[src/rtl/w_event_counter.sv]
// Rising-edge event tally in packed BCD with a req/ack snapshot port for slow readers.
// Optional macro EVT_SATURATE_EN: hold at all nines on overflow instead of wrapping to zero.
module w_event_counter #(
    parameter int DIGITS = 2
) (
    input  logic                  clock,
    input  logic                  resetn,
    input  logic                  count_in,
    input  logic                  clear,
    input  logic                  snap_req,
    input  logic                  snap_ack,
    output logic [4*DIGITS-1:0]   bcd_count,
    output logic                  event_pulse,
    output logic                  overflow,
    output logic [4*DIGITS-1:0]   snap_value,
    output logic                  snap_valid
);

    localparam int W = 4 * DIGITS;

    typedef enum logic {
        SNAP_IDLE = 1'b0,
        SNAP_HOLD = 1'b1
    } snap_state_t;

    snap_state_t  snap_state_r;
    logic         count_d_r;
    logic         event_s;
    logic [W-1:0] inc_value_s;
    logic         inc_carry_s;

    // Increment a packed-BCD value; the MSB of the result is set when every digit was nine.
    function automatic logic [W:0] bcd_inc(input logic [W-1:0] value);
        logic [W-1:0] result;
        logic         carry;
        result = value;
        carry  = 1'b1;
        for (int i = 0; i < DIGITS; i++) begin
            if (carry) begin
                if (value[4*i +: 4] >= 4'd9) begin
                    result[4*i +: 4] = 4'd0;
                end else begin
                    result[4*i +: 4] = value[4*i +: 4] + 4'd1;
                    carry            = 1'b0;
                end
            end else begin
                result[4*i +: 4] = value[4*i +: 4];
            end
        end
        return {carry, result};
    endfunction

    assign event_s = count_in & ~count_d_r;

    // Next counter value and wrap indication from the current count.
    always_comb begin
        {inc_carry_s, inc_value_s} = bcd_inc(bcd_count);
    end

    // Edge detector, counter, overflow flag and event pulse.
    always_ff @(posedge clock or negedge resetn) begin
        if (!resetn) begin
            count_d_r   <= 1'b0;
            bcd_count   <= {W{1'b0}};
            overflow    <= 1'b0;
            event_pulse <= 1'b0;
        end else begin
            count_d_r   <= count_in;
            event_pulse <= event_s;
            // Clear beats a coincident event; that event is dropped but still pulses.
            if (clear) begin
                bcd_count <= {W{1'b0}};
                overflow  <= 1'b0;
            end else if (event_s) begin
                if (inc_carry_s) begin
                    overflow <= 1'b1;
`ifdef EVT_SATURATE_EN
                    bcd_count <= bcd_count;
`else
                    bcd_count <= inc_value_s;
`endif
                end else begin
                    bcd_count <= inc_value_s;
                end
            end else begin
                bcd_count <= bcd_count;
            end
        end
    end

    // Snapshot handshake: capture the pre-edge count on request, hold until acknowledged.
    always_ff @(posedge clock or negedge resetn) begin
        if (!resetn) begin
            snap_state_r <= SNAP_IDLE;
            snap_value   <= {W{1'b0}};
            snap_valid   <= 1'b0;
        end else begin
            case (snap_state_r)
                SNAP_IDLE: begin
                    if (snap_req) begin
                        snap_state_r <= SNAP_HOLD;
                        snap_value   <= bcd_count;
                        snap_valid   <= 1'b1;
                    end else begin
                        snap_valid   <= 1'b0;
                    end
                end
                SNAP_HOLD: begin
                    if (snap_ack) begin
                        snap_state_r <= SNAP_IDLE;
                        snap_valid   <= 1'b0;
                    end else begin
                        snap_valid   <= 1'b1;
                    end
                end
                default: begin
                    snap_state_r <= SNAP_IDLE;
                    snap_valid   <= 1'b0;
                end
            endcase
        end
    end

endmodule

[config.mk]
export PLATFORM = sky130hd
export DESIGN_NAME = w_event_counter
export DESIGN_NICKNAME = d
export VERILOG_FILES = /design/src/rtl/w_event_counter.sv
export SDC_FILE = /design/constraint.sdc
export NUM_CORES = 1
export LEC_CHECK = 0
export ABC_CLOCK_PERIOD_IN_PS = 2100
export CORE_UTILIZATION = 25
export DETAILED_ROUTE_END_ITERATION = 8
export PLACE_DENSITY = 0.55
export RECOVER_POWER = 50
export SLEW_MARGIN = 20
export SYNTH_ARGS = -nofsm -noshare
export SYNTH_HDL_FRONTEND = slang
export SYNTH_SLANG_ARGS = --single-unit
export TNS_END_PERCENT = 100
[constraint.sdc]
create_clock -name clock -period 2.1 [get_ports clock]
set_input_delay 0.42 -clock clock [delete_from_list [all_inputs] [get_ports clock]]
set_output_delay 0.42 -clock clock [all_outputs]
set_load 0.02 [all_outputs]
# Word level (Yosys, flattened, before mapping)
# Index checks and enable logic that the tools add are counted.
[word_totals] register_bits=20 latch_bits=0 ram_bits=0 romBits=0 output_inout_bits=19 wordCells=34 mem_count=0
[classes] addsub=2 mul=0 div=0 magnitude_cmp=2 n_eq_ne=0 n_shift=0 n_mux=14 bitwise=3 n_reduce_logical=6
[op_table] op="8-bit 2-to-1 mux" n=2
[op_table] op="4-bit 2-to-1 mux" n=3
[op_table] op="4-bit by 1-bit adder with 4-bit output (second input constant)" n=2
[op_table] op="4-bit >= comparator (second input constant)" n=2
[op_table] op="1-bit 2-to-1 mux" n=8
[op_table] op="2-bit AND reduction" n=3
[op_table] op="2-bit nonzero test" n=3
[op_table] op="1-bit inverter" n=2
[op_table] op="1-bit one-hot mux with 2 select lines" n=1
[op_table] op="1-bit AND" n=1

# Depth between registers and ports, before layout
# Gate-level depths: netlist (run 1).
[depth] ltp_word=6 ltp_mapped=6 mapped_depth_nobuf=6

# Worst setup path before layout (run 1)
# No wires, ideal clock.
[synth_path] kind="register to register" from="register bcd_count[0]" to="register bcd_count[4]" arrival_ns=1.633 required_time_ns=2.020 slack_ns=0.387 path_stages_with_launch=7 path_buffers=0 period_less_slack_ns=1.713 cell_sequence="dfrtp_1 > inv_1 > ha_1 > or3b_4 > nand3_4 > or3_4 > mux2i_4"
[synth_between] elab_chain_cells=4
[synth_lines] element="start: declaration" line_no="12" source="output logic [4*DIGITS-1:0] bcd_count,"
[synth_lines] element="start signal: assignment" line_no="64" source="bcd_count <= {W{1'b0}};"
[synth_lines] element="start signal: assignment" line_no="72" source="bcd_count <= {W{1'b0}};"
[synth_lines] element="start signal: assignment" line_no="80" source="bcd_count <= inc_value_s;"
[synth_lines] element="4-bit >= comparator" line_no="40" source="if (value[4*i +: 4] >= 4'd9) begin"
[synth_lines] element="1-bit 2-to-1 mux" line_no="40"
[synth_lines] element="2-bit nonzero test (no line)"
[synth_lines] element="2-bit AND reduction (no line)"
# No other way between the ends.
# A chain may end at the register's enable or synchronous reset.

# Final worst setup path (run 1)
[layout_path] from="register bcd_count[3]" to="output bcd_count[3]"
# No word-level cell between the ends.

==> results of run 1 <==
==> flip-flops by register name, indices dropped and copies added, names as in the netlist <==
signal	count
bcd_count	8
snap_value	8
count_d_r	1
event_pulse	1
overflow	1
snap_state_r	1
==> kinds of logic (layout without fill, tap and decap cells) <==
family	after synthesis	count (layout)
adders and majority gates	6	6
AOI/OAI and AO/OA	16	16
buffers and inverters	9	36
and+or+nand+nor	27	27
DFF	20	20
muxes	5	5
xor gates and xnor gates	1	1
==> cell usage after synthesis (all sizes together) <==
master | n | area [um^2]
mux2 | 4 | 45.04
mux2i | 1 | 22.52
o21a | 1 | 7.510
or3b | 1 | 11.26
nor3b | 2 | 20.02
or3 | 2 | 17.52
xor2 | 1 | 8.760
nor2b | 1 | 6.260
inv | 7 | 26.28
a31oi | 1 | 6.260
ha | 6 | 75.07
nor2 | 2 | 7.510
nand2 | 9 | 33.78
nand2b | 2 | 20.02
o21ai | 8 | 47.55
dfrtp | 20 | 500.5
a211oi | 1 | 7.510
clkinv | 1 | 3.750
nor3 | 1 | 5.000
a21oi | 5 | 25.02
nand3 | 6 | 42.54
nor4b | 1 | 8.760
clkbuf | 1 | 3.750
==> power by group through the flow <==
stage	combinational [mW]	clock [mW]	sequential [mW]
2_1_floorplan	0.0325	0	0.422
3_3_place_gp	0.0898	0	0.410
3_5_place_dp	0.0909	0	0.410
4_1_cts	0.0912	0.255	0.403
5_1_grt	0.0952	0.270	0.404
6_report	0.0857	0.246	0.402
==> final cells by class <==
cell class | instances | area (um^2)
well taps | 48 | 60.06
multi-input cells | 55 | 410.4
flip-flops and latches | 20 | 500.5
inverters | 8 | 30.03
fillers | 368 | 2375
repair buffers | 25 | 244.0
clock buffers | 3 | 41.29
==> through the flow <==
stage / power (mW) / cells / hold WS (ns) / instance area, um^2
final: 0.7343 / 159 / 0.4854 / 1286
after global routing: 0.7688 / 159 / 0.5118 / 1286
after CTS: 0.7494 / 159 / 0.4914 / 1297
after detailed placement: 0.5014 / 156 / 0.4746 / 1256
after global placement: 0.4998 / 156 / 0.4626 / 1256
after floorplan: 0.4541 / 84 / 0.1244 / 952.2
==> per-layer routing <==
metal	share of wire (%)	wire, um	up-vias
li1	-	-	341
met1	49	894	318
met2	45	818	15
met3	4.3	79	2
met4	1.5	27	0
met5	0	0	-
==> worst max path at each step <==
| stage | slack (ns) | startpoint | depth (start not counted) | to |
|---|---|---|---|---|
| after floorplan | 0.39 | bcd_count[0] | 6 | bcd_count[4] |
| after global placement | 0.27 | count_in | 6 | bcd_count[4] |
| after detailed placement | 0.22 | count_in | 6 | bcd_count[4] |
| after CTS | 0.22 | bcd_count[3] | 1 | bcd_count[3] |
| after global routing | 0.19 | bcd_count[3] | 1 | bcd_count[3] |
| final | 0.23 | bcd_count[3] | 1 | bcd_count[3] |
==> metrics.txt, run 1 <==
outcome=completed; highest-delay cell along the critical path=clkdlybuf4s50_1; Via-to-Cell Ratio=4.252; Hold Startpoint=snap_value[0]; total of max-cap violations=0; xor/xnor share of the synthesized area=0.9198%; combinational share of power=11.7%; critical path fanouts, max=8; final worst path period share=89.05%; DP Wirelength=1.400 mm; Worst Hold End=snap_value[0]; RePlAce Congestion=0.7951; area grow syn2layout=35.09%; ANT nets after route=0; via count=676; Rel. slew slack=29.49%; cell internal pwr=0.5594 mW; final WL=1.819 mm; post-synthesis sequential element count=20; largest family of logic cells by synthesized area=simple AND/OR/NAND/NOR gates; met1 Use GR=14.08%; Rows=22; GRT Max-Usage Layer=met2; Die Span Y=63.72 um; Leak=0.5376 nW; Final nets=125; switching power=0.1749 mW; initial antenna violation count=0; Tot GR Track Use=10.48%; dpl ws=0.2228 ns; Cell Pwr Density=570.9 mW/mm^2; Residual DRC=0; setup slack, reg-to-reg=0.38 ns; Hold Path Cell Cnt=2; initial core utilization=26.01%; WP buf/inv=1; Root Driver=clkbuf_8; WL/cell=11.44 um; critical-path cell list=clkdlybuf4s50_1; delay-heaviest family, CP=buffers and inverters; CTS resizes=0; first-pass GRT wire length=3.187 mm; CTS tree=yes; Seq/Total Area, Yosys=52.56%; Max VDD drop=0.1999 mV; critical path class=reg -> out; startpoint type of the worst setup path=flop; Max Root-Sink Buffers=2; Seq pwr share=54.8%; Worst R2R End=bcd_count[4]; Setup TNS=0 ns; gr ovfl total=0; clock group share of total power=33.5%; layout cells sized above 1=12.61%; Worst Path Required=1.68 ns; Synth Instances=84; slew at the pin closest to its max-slew limit=1.058 ns; worst path arrival time=1.45 ns; Mapped Nets=96; post-synthesis mux area share=7.096%; initial DRC count=38; vias in the first global route=665; met3 Track Usage GR=2.717%; GR met2 Demand/Resource=14.63%; die area=0.004060 mm^2; r2r worst-path depth=6; most frequent cells in the layout=clkdlybuf4s50_1, dfrtp_1, nand2_1, inv_1; fin util=35.13%; hold buffer count at cts=0; Synth Area in Simple Gates=18.13%; I/O pins=25; Worst-Skew Late Latency=0.25 ns; worst r2r src=bcd_count[4]; clock sinks=20; final setup margin=0.2300 ns; port bufs=24; Synth cell types=28; Horiz. Die Dim=63.72 um; Worst-path clk slew=0.07 ns; syn avg cell area=11.34 um^2; Core ar.=0.003661 mm^2; Ys Warns=0; CTS Buf Count=3; H-Tree Depth=1; HP Class=reg -> reg; final slew viol count=0; Largest stage delay, worst path=0.67 ns; most common cell after layout, fill and taps aside=clkdlybuf4s50_1; # Post-CTS Setup Buffers=0; largest net degree at the start of global routing=21; Period minus WS final=1.870 ns; Worst Skew=0.002643 ns; adder-cell share of the synthesized area=7.884%; synthesized area=952.2 um^2; f_max=534.8 MHz; compound-gate portion of the synthesized area=9.855%; sw frac=23.82%; Worst setup EP type=output pin; Hold Vio Cnt, Final=0; Final setup viols=0; RSZ-0062 raised after global routing=false; First-pass DRT Iterations=2; number of diodes=0
Note: power is estimated with default switching activity, not from simulation.
==> inputs of run 2 (changes only) <==
Settings changed: ABC_CLOCK_PERIOD_IN_PS 2100 to 2200, SETUP_SLACK_MARGIN set to 0.02.
Clock period 2.1 ns to 2.2 ns, I/O delays scaled along.
==> results of run 2 <==
Same layout as run 1 (identical final DEF). Status: completed.
Among the figures that moved: setup slack after placement 0.2228 ns -> 0.3028 ns; setup slack after layout 0.2300 ns -> 0.3100 ns; register-to-register setup slack 0.38 ns -> 0.48 ns; total power 0.7343 mW -> 0.7009 mW; worst IR drop on VDD 0.1999 mV -> 0.1908 mV
